--- src/rtl/m_load_pkg.sv ---
// Shared types for the M-stage load unit: load-op and FSM encodings plus alignment helpers.
package m_load_pkg;

    typedef enum logic [2:0] {
        LOAD_NONE = 3'd0,
        LB        = 3'd1,
        LBU       = 3'd2,
        LH        = 3'd3,
        LHU       = 3'd4,
        LW        = 3'd5
    } load_op_e;

    typedef enum logic [1:0] {
        IDLE = 2'd0,
        WAIT = 2'd1,
        DONE = 2'd2
    } state_e;

    function automatic logic is_load_op(input logic [2:0] op);
        return (op >= LB) && (op <= LW);
    endfunction

    function automatic logic is_misaligned(input logic [2:0] op, input logic [1:0] low);
        case (op)
            LH, LHU: return low[0];
            LW:      return low != 2'b00;
            default: return 1'b0;
        endcase
    endfunction

endpackage

--- src/rtl/m_load_unit_if.sv ---
// Pipeline request, data-bus read and result signals of the M-stage load unit.
interface m_load_unit_if;

    logic        req_valid;
    logic        req_ready;
    logic [2:0]  memLoadOp;
    logic [31:0] inAddr;
    logic        bus_rd_req;
    logic [31:0] bus_addr;
    logic        bus_rd_ack;
    logic [31:0] bus_rd_data;
    logic        out_valid;
    logic [31:0] outLoadData;
    logic        exc_adel;
    logic        exc_bus;
    logic        stall;

    // Load unit side
    modport slave (
        input  req_valid, memLoadOp, inAddr, bus_rd_ack, bus_rd_data,
        output req_ready, bus_rd_req, bus_addr, out_valid, outLoadData,
               exc_adel, exc_bus, stall
    );

    // Pipeline / bus environment side
    modport master (
        output req_valid, memLoadOp, inAddr, bus_rd_ack, bus_rd_data,
        input  req_ready, bus_rd_req, bus_addr, out_valid, outLoadData,
               exc_adel, exc_bus, stall
    );

endinterface

--- src/rtl/m_load_ext.sv ---
// Combinational byte/halfword extraction and sign/zero extension of a loaded word.
module m_load_ext
    import m_load_pkg::*;
(
    input  logic [2:0]  op_i,
    input  logic [1:0]  low_i,
    input  logic [31:0] word_i,
    output logic [31:0] data_o
);

    logic [7:0]  byte_sel;
    logic [15:0] half_sel;

    always_comb begin
        byte_sel = word_i[8*low_i +: 8];
        half_sel = word_i[16*low_i[1] +: 16];
        data_o   = '0;
        case (op_i)
            LB:      data_o = {{24{byte_sel[7]}}, byte_sel};
            LBU:     data_o = {24'h0, byte_sel};
            LH:      data_o = {{16{half_sel[15]}}, half_sel};
            LHU:     data_o = {16'h0, half_sel};
            LW:      data_o = word_i;
            default: data_o = '0;
        endcase
    end

endmodule

--- src/rtl/m_load_unit.sv ---
// M-stage load unit: alignment check, word read on the data bus, extract/extend, one-cycle result.
// Optional bus-ack watchdog enabled by defining LOAD_TIMEOUT_EN.
module m_load_unit
    import m_load_pkg::*;
#(
    parameter int unsigned TIMEOUT_CYCLES = 255,
    parameter int unsigned CNT_W          = 8
) (
    input  logic       clk,
    input  logic       reset,
    m_load_unit_if.slave m
);

    state_e      state_q,    state_d;
    logic [2:0]  op_q,       op_d;
    logic [1:0]  low_q,      low_d;
    logic        bus_req_q,  bus_req_d;
    logic [31:0] bus_addr_q, bus_addr_d;
    logic [31:0] data_q,     data_d;
    logic        adel_q,     adel_d;
    logic [31:0] ext_data;
`ifdef LOAD_TIMEOUT_EN
    logic [CNT_W-1:0] cnt_q, cnt_d;
    logic             ebus_q, ebus_d;
`endif

    // Extraction works on the captured op/lowBit, not the live request inputs.
    m_load_ext u_ext (
        .op_i   (op_q),
        .low_i  (low_q),
        .word_i (m.bus_rd_data),
        .data_o (ext_data)
    );

    always_ff @(posedge clk) begin
        if (!reset) begin
            state_q    <= IDLE;
            op_q       <= '0;
            low_q      <= '0;
            bus_req_q  <= 1'b0;
            bus_addr_q <= '0;
            data_q     <= '0;
            adel_q     <= 1'b0;
`ifdef LOAD_TIMEOUT_EN
            cnt_q      <= '0;
            ebus_q     <= 1'b0;
`endif
        end else begin
            state_q    <= state_d;
            op_q       <= op_d;
            low_q      <= low_d;
            bus_req_q  <= bus_req_d;
            bus_addr_q <= bus_addr_d;
            data_q     <= data_d;
            adel_q     <= adel_d;
`ifdef LOAD_TIMEOUT_EN
            cnt_q      <= cnt_d;
            ebus_q     <= ebus_d;
`endif
        end
    end

    always_comb begin
        state_d    = state_q;
        op_d       = op_q;
        low_d      = low_q;
        bus_req_d  = bus_req_q;
        bus_addr_d = bus_addr_q;
        data_d     = data_q;
        adel_d     = adel_q;
`ifdef LOAD_TIMEOUT_EN
        cnt_d      = cnt_q;
        ebus_d     = ebus_q;
`endif
        case (state_q)
            IDLE: begin
                if (m.req_valid && is_load_op(m.memLoadOp)) begin
                    op_d   = m.memLoadOp;
                    low_d  = m.inAddr[1:0];
                    adel_d = 1'b0;
`ifdef LOAD_TIMEOUT_EN
                    ebus_d = 1'b0;
                    cnt_d  = '0;
`endif
                    if (is_misaligned(m.memLoadOp, m.inAddr[1:0])) begin
                        adel_d  = 1'b1;
                        data_d  = '0;
                        state_d = DONE;
                    end else begin
                        bus_req_d  = 1'b1;
                        bus_addr_d = {m.inAddr[31:2], 2'b00};
                        state_d    = WAIT;
                    end
                end
            end
            WAIT: begin
                if (m.bus_rd_ack) begin
                    data_d    = ext_data;
                    bus_req_d = 1'b0;
                    state_d   = DONE;
`ifdef LOAD_TIMEOUT_EN
                end else if (cnt_q == CNT_W'(TIMEOUT_CYCLES - 1)) begin
                    // This cycle would bring the count to the limit; an ack here would have won.
                    data_d    = '0;
                    ebus_d    = 1'b1;
                    bus_req_d = 1'b0;
                    state_d   = DONE;
                end else begin
                    cnt_d = cnt_q + CNT_W'(1);
`endif
                end
            end
            DONE:    state_d = IDLE;
            default: state_d = IDLE;
        endcase
    end

    assign m.req_ready   = (state_q == IDLE);
    assign m.stall       = (state_q != IDLE) || (m.req_valid && is_load_op(m.memLoadOp));
    assign m.bus_rd_req  = bus_req_q;
    assign m.bus_addr    = bus_addr_q;
    assign m.out_valid   = (state_q == DONE);
    assign m.outLoadData = data_q;
    assign m.exc_adel    = (state_q == DONE) && adel_q;
`ifdef LOAD_TIMEOUT_EN
    assign m.exc_bus     = (state_q == DONE) && ebus_q;
`else
    assign m.exc_bus     = 1'b0;
`endif

endmodule

--- src/flat_wrapper.sv ---
// flat-port wrapper written by rule: the top's interface ports become plain ports
module m_load_unit_flat import m_load_pkg::*;
#(
    parameter int unsigned TIMEOUT_CYCLES = 255,
    parameter int unsigned CNT_W          = 8
)
  (clk, reset, m_req_valid, m_memLoadOp, m_inAddr, m_bus_rd_ack, m_bus_rd_data, m_req_ready, m_bus_rd_req, m_bus_addr, m_out_valid, m_outLoadData, m_exc_adel, m_exc_bus, m_stall);
  m_load_unit_if m_i ();
  input  logic clk;
  input  logic reset;
  input wire logic [$bits(m_i.req_valid)-1:0] m_req_valid;
  input wire logic [$bits(m_i.memLoadOp)-1:0] m_memLoadOp;
  input wire logic [$bits(m_i.inAddr)-1:0] m_inAddr;
  input wire logic [$bits(m_i.bus_rd_ack)-1:0] m_bus_rd_ack;
  input wire logic [$bits(m_i.bus_rd_data)-1:0] m_bus_rd_data;
  output wire logic [$bits(m_i.req_ready)-1:0] m_req_ready;
  output wire logic [$bits(m_i.bus_rd_req)-1:0] m_bus_rd_req;
  output wire logic [$bits(m_i.bus_addr)-1:0] m_bus_addr;
  output wire logic [$bits(m_i.out_valid)-1:0] m_out_valid;
  output wire logic [$bits(m_i.outLoadData)-1:0] m_outLoadData;
  output wire logic [$bits(m_i.exc_adel)-1:0] m_exc_adel;
  output wire logic [$bits(m_i.exc_bus)-1:0] m_exc_bus;
  output wire logic [$bits(m_i.stall)-1:0] m_stall;
  assign m_i.req_valid = m_req_valid;
  assign m_i.memLoadOp = m_memLoadOp;
  assign m_i.inAddr = m_inAddr;
  assign m_i.bus_rd_ack = m_bus_rd_ack;
  assign m_i.bus_rd_data = m_bus_rd_data;
  assign m_req_ready = m_i.req_ready;
  assign m_bus_rd_req = m_i.bus_rd_req;
  assign m_bus_addr = m_i.bus_addr;
  assign m_out_valid = m_i.out_valid;
  assign m_outLoadData = m_i.outLoadData;
  assign m_exc_adel = m_i.exc_adel;
  assign m_exc_bus = m_i.exc_bus;
  assign m_stall = m_i.stall;
  m_load_unit #(.TIMEOUT_CYCLES(TIMEOUT_CYCLES), .CNT_W(CNT_W)) u_core (.clk(clk), .reset(reset), .m(m_i));
endmodule
--- config.mk ---
export PLATFORM = sky130hd
export DESIGN_NAME = m_load_unit_flat
export DESIGN_NICKNAME = d
export VERILOG_FILES = /design/src/rtl/m_load_pkg.sv /design/src/rtl/m_load_unit_if.sv /design/src/rtl/m_load_ext.sv /design/src/rtl/m_load_unit.sv /design/src/flat_wrapper.sv
export SDC_FILE = /design/constraint.sdc
export NUM_CORES = 1
export LEC_CHECK = 0
export ABC_AREA = 1
export BUFFER_PORTS_ARGS = -buffer_cell sky130_fd_sc_hd__buf_2
export CAP_MARGIN = 20
export CORE_ASPECT_RATIO = 0.75
export CORE_UTILIZATION = 40
export DETAILED_ROUTE_END_ITERATION = 8
export GPL_TIMING_DRIVEN = 0
export PLACE_DENSITY = 0.8
export SYNTH_ARGS = -nofsm -noshare
export SYNTH_HDL_FRONTEND = slang
export SYNTH_SLANG_ARGS = --single-unit
--- constraint.sdc ---
create_clock -name clk -period 1.31 [get_ports clk]
set_input_delay 0.131 -clock clk [delete_from_list [all_inputs] [get_ports clk]]
set_output_delay 0.131 -clock clk [all_outputs]
set_load 0.01 [all_outputs]
==> metrics <==
outcome=finished, violations left; failing checks=setup timing; Crit. End Element=register; number of global-route vias before repair=4064; GPL Wtd Cong=0.819; CTS buffer count=9; Synth Cell Area=0.00354 mm^2; first-pass GRT wire length=19.2 mm; synthesis-to-finish area growth=55.2%; DR vias=4295; H-tree Lvls=3; hold path endpoint=u_core.m.bus_addr[30]; relative slew slack=62.1%; synthesized instance count=552; final setup fails=65; std cell rows=29; Final Util=64.5%; top cell type's share of synthesized area=40.1%; Core Region=0.00853 mm^2; GRT Util Overall=26.2%; dpl ws=-0.322 ns; most frequent cells in the layout=buf_2 (136), nand2_1 (112), nor2_1 (111), dfxtp_1 (65), inv_1 (36); DRT iter0 DRCs=341; final net count=799; # DRC=0; met2 GRT Util=43.6%; Hold Crit Depth=3; Min Clock Period, post-route=1.45 ns; RSZ-0062 raised after global routing=true; via/cell ratio=5.11; slew at the pin with the worst max-slew slack=0.569 ns; initial antenna violation count=0; worst flop-to-flop path endpoint=u_core.m.outLoadData[22]; Critical Path AT=1.66 ns; Routed Antenna Nets=0; Worst Setup SP=u_core.low_q[1]; share of cells above drive strength 1=44.0%; IO Port Bufs=136; startpoint types=register; Warnings, synthesis=0; commonest non-fill, non-tap cell in the layout=buf_2; Root Driver=clkbuf_16; CP Cell Sequence=o21ai_4 -> nand2_2 -> nand2_4 -> clkbuf_16 -> a21oi_2 -> nor2_4 -> nor2_2 -> nor2_1; I/O pin total=141; Worst Hold Class=primary input to register; clock latency on the worst-skew pair=0.34 ns; Routed WL=12.3 mm; CTS sink cnt=71; grt met3 use=7.92%; maxcap violations=0; Fillers=710; Crit Path Class=register to register; Peak Freq=691 MHz; GRT overflow=0; busiest metal layer after global routing=met2; max incr delay on CP=0.44 ns; dpl cells=798; first-pass detailed-route iteration total=7; Max rail drop VDD=0.000854 V; Die Width=111 um; dpl hpwl=8.05 mm; post-synth cell types=28; post-synth top area cell=dfxtp_1; FF-to-FF Start=u_core.low_q[1]; min-delay src=m_inAddr[30]; CP max stage cell=dfxtp_4; Hold WS=0.00945 ns; dpl cell area=0.00439 mm^2; Finished Cell Area=0.00550 mm^2; top cells by area, synth=dfxtp_1 (40%), nor2_1 (15%), nand2_1 (15%); Initial Util=41.6%; Die Area=0.00924 mm^2; die extent in y=83.5 um; part of the cycle the worst path needs=111%; largest net degree at the start of global routing=17; worst-path maximum fanout=7; TritonCTS clock tree=built; syn_area_per_cell=6.42 um^2; skew final=0.0110 ns; Clk pin slew, worst setup/hold paths=0.06 ns; post-route setup slack=-0.138 ns; FF-to-FF path depth=8; CTS max path bufs=2; Leak Pwr=2.71 nW; M1 GR Usage=31.3%; Reg2Reg Setup Slack=-0.14 ns; final hold vios=0; Seq/Total Area, Yosys=40.1%; fin. max-slew vios=0; Pwr per Cell Area=1110 mW/mm^2; CP required=1.52 ns; wire per inst=14.6 um; Synth Register Bits=71; fin cells=840; antenna cells=0
-- per-stage QoR --
step           setup TNS (ns)  power (W)
2_1_floorplan          -0.719    0.00304
3_3_place_gp            -8.75    0.00338
3_5_place_dp           -11.31    0.00341
4_1_cts                 -1.59    0.00595
5_1_grt                 -9.62    0.00638
6_report                -3.98    0.00612
-- area by class of cell --
class                      instances  area [um^2]  area share [%]
sequential                        71         1440            26.2
inverter                          48          210            3.82
multi-input combinational        407         2220            40.3
timing repair buffer             166         1010            18.4
buffer                            25          214            3.89
clock inverter                     5         33.8           0.614
clock buffer                      10          239            4.35
tap                              108          135            2.46
-- layer usage --
layer | wire, um | part of all wire [%]
met4 | 373 | 3.0
met1 | 5050 | 41
met2 | 5730 | 47
met3 | 1100 | 9.0
met5 | 0 | 0
-- repair_timing --
item,4_1_cts,5_1_grt
hold buffers,2,0
hold endpoints to repair,2,0
cloned,6,1
resized for setup,114,88
pin swaps,33,42
setup buffers,15,6
endpoints found under the setup margin,66,68
-- registers in the layout, summed over array words and instances (netlist names) --
register and flops:
u_core.op_q 3, u_core.state_q 2, u_core.m.bus_addr 30, u_core.m.bus_rd_req 1, u_core.low_q 2, u_core.adel_q 1, u_core.m.outLoadData 32
-- worst max-delay path by stage --
stage,endpoint,cells after the start
2_1_floorplan,u_core.m.outLoadData[18],9
3_5_place_dp,u_core.m.outLoadData[22],8
5_1_grt,u_core.m.outLoadData[23],8
6_report,u_core.m.outLoadData[22],8
3_3_place_gp,u_core.m.outLoadData[26],8
4_1_cts,u_core.m.outLoadData[11],7
-- power by group --
part / switching, W / leakage, nW / internal (W)
clock: 0.000945 / 0.131 / 0.00132
sequential: 0.0000957 / 0.582 / 0.00228
combinational: 0.000866 / 2.00 / 0.000616
-- kinds of logic (layout without fill, tap and decap cells) --
| logic type | count (synthesis) | in the layout | share of synthesized area, % |
|---|---|---|---|
| other | 1 | 3 | 0.106 |
| flip-flops | 71 | 71 | 40.1 |
| buffers and inverters | 76 | 254 | 9.75 |
| AND/OR/NAND/NOR | 298 | 298 | 34.3 |
| AO/OA/AOI/OAI | 106 | 106 | 15.7 |
-- cells in the mapped netlist, drive strengths merged --
library cell	count
clkinv	3
inv	45
conb	1
buf	18
a22oi	8
nand2	142
o21ai	44
o211ai	1
and2	1
nor2	144
nand3	10
and3	1
a21oi	53
dfxtp	71
clkbuf	10
-- worst max-delay path: cells and delay by family, from the launching register on --
family	cells	cell delay [ns]
buf+inv	1	0.17
compound gates	2	0.29
simple gates	5	0.41
flops	1	0.44
Note: power is estimated with default switching activity, not from simulation.
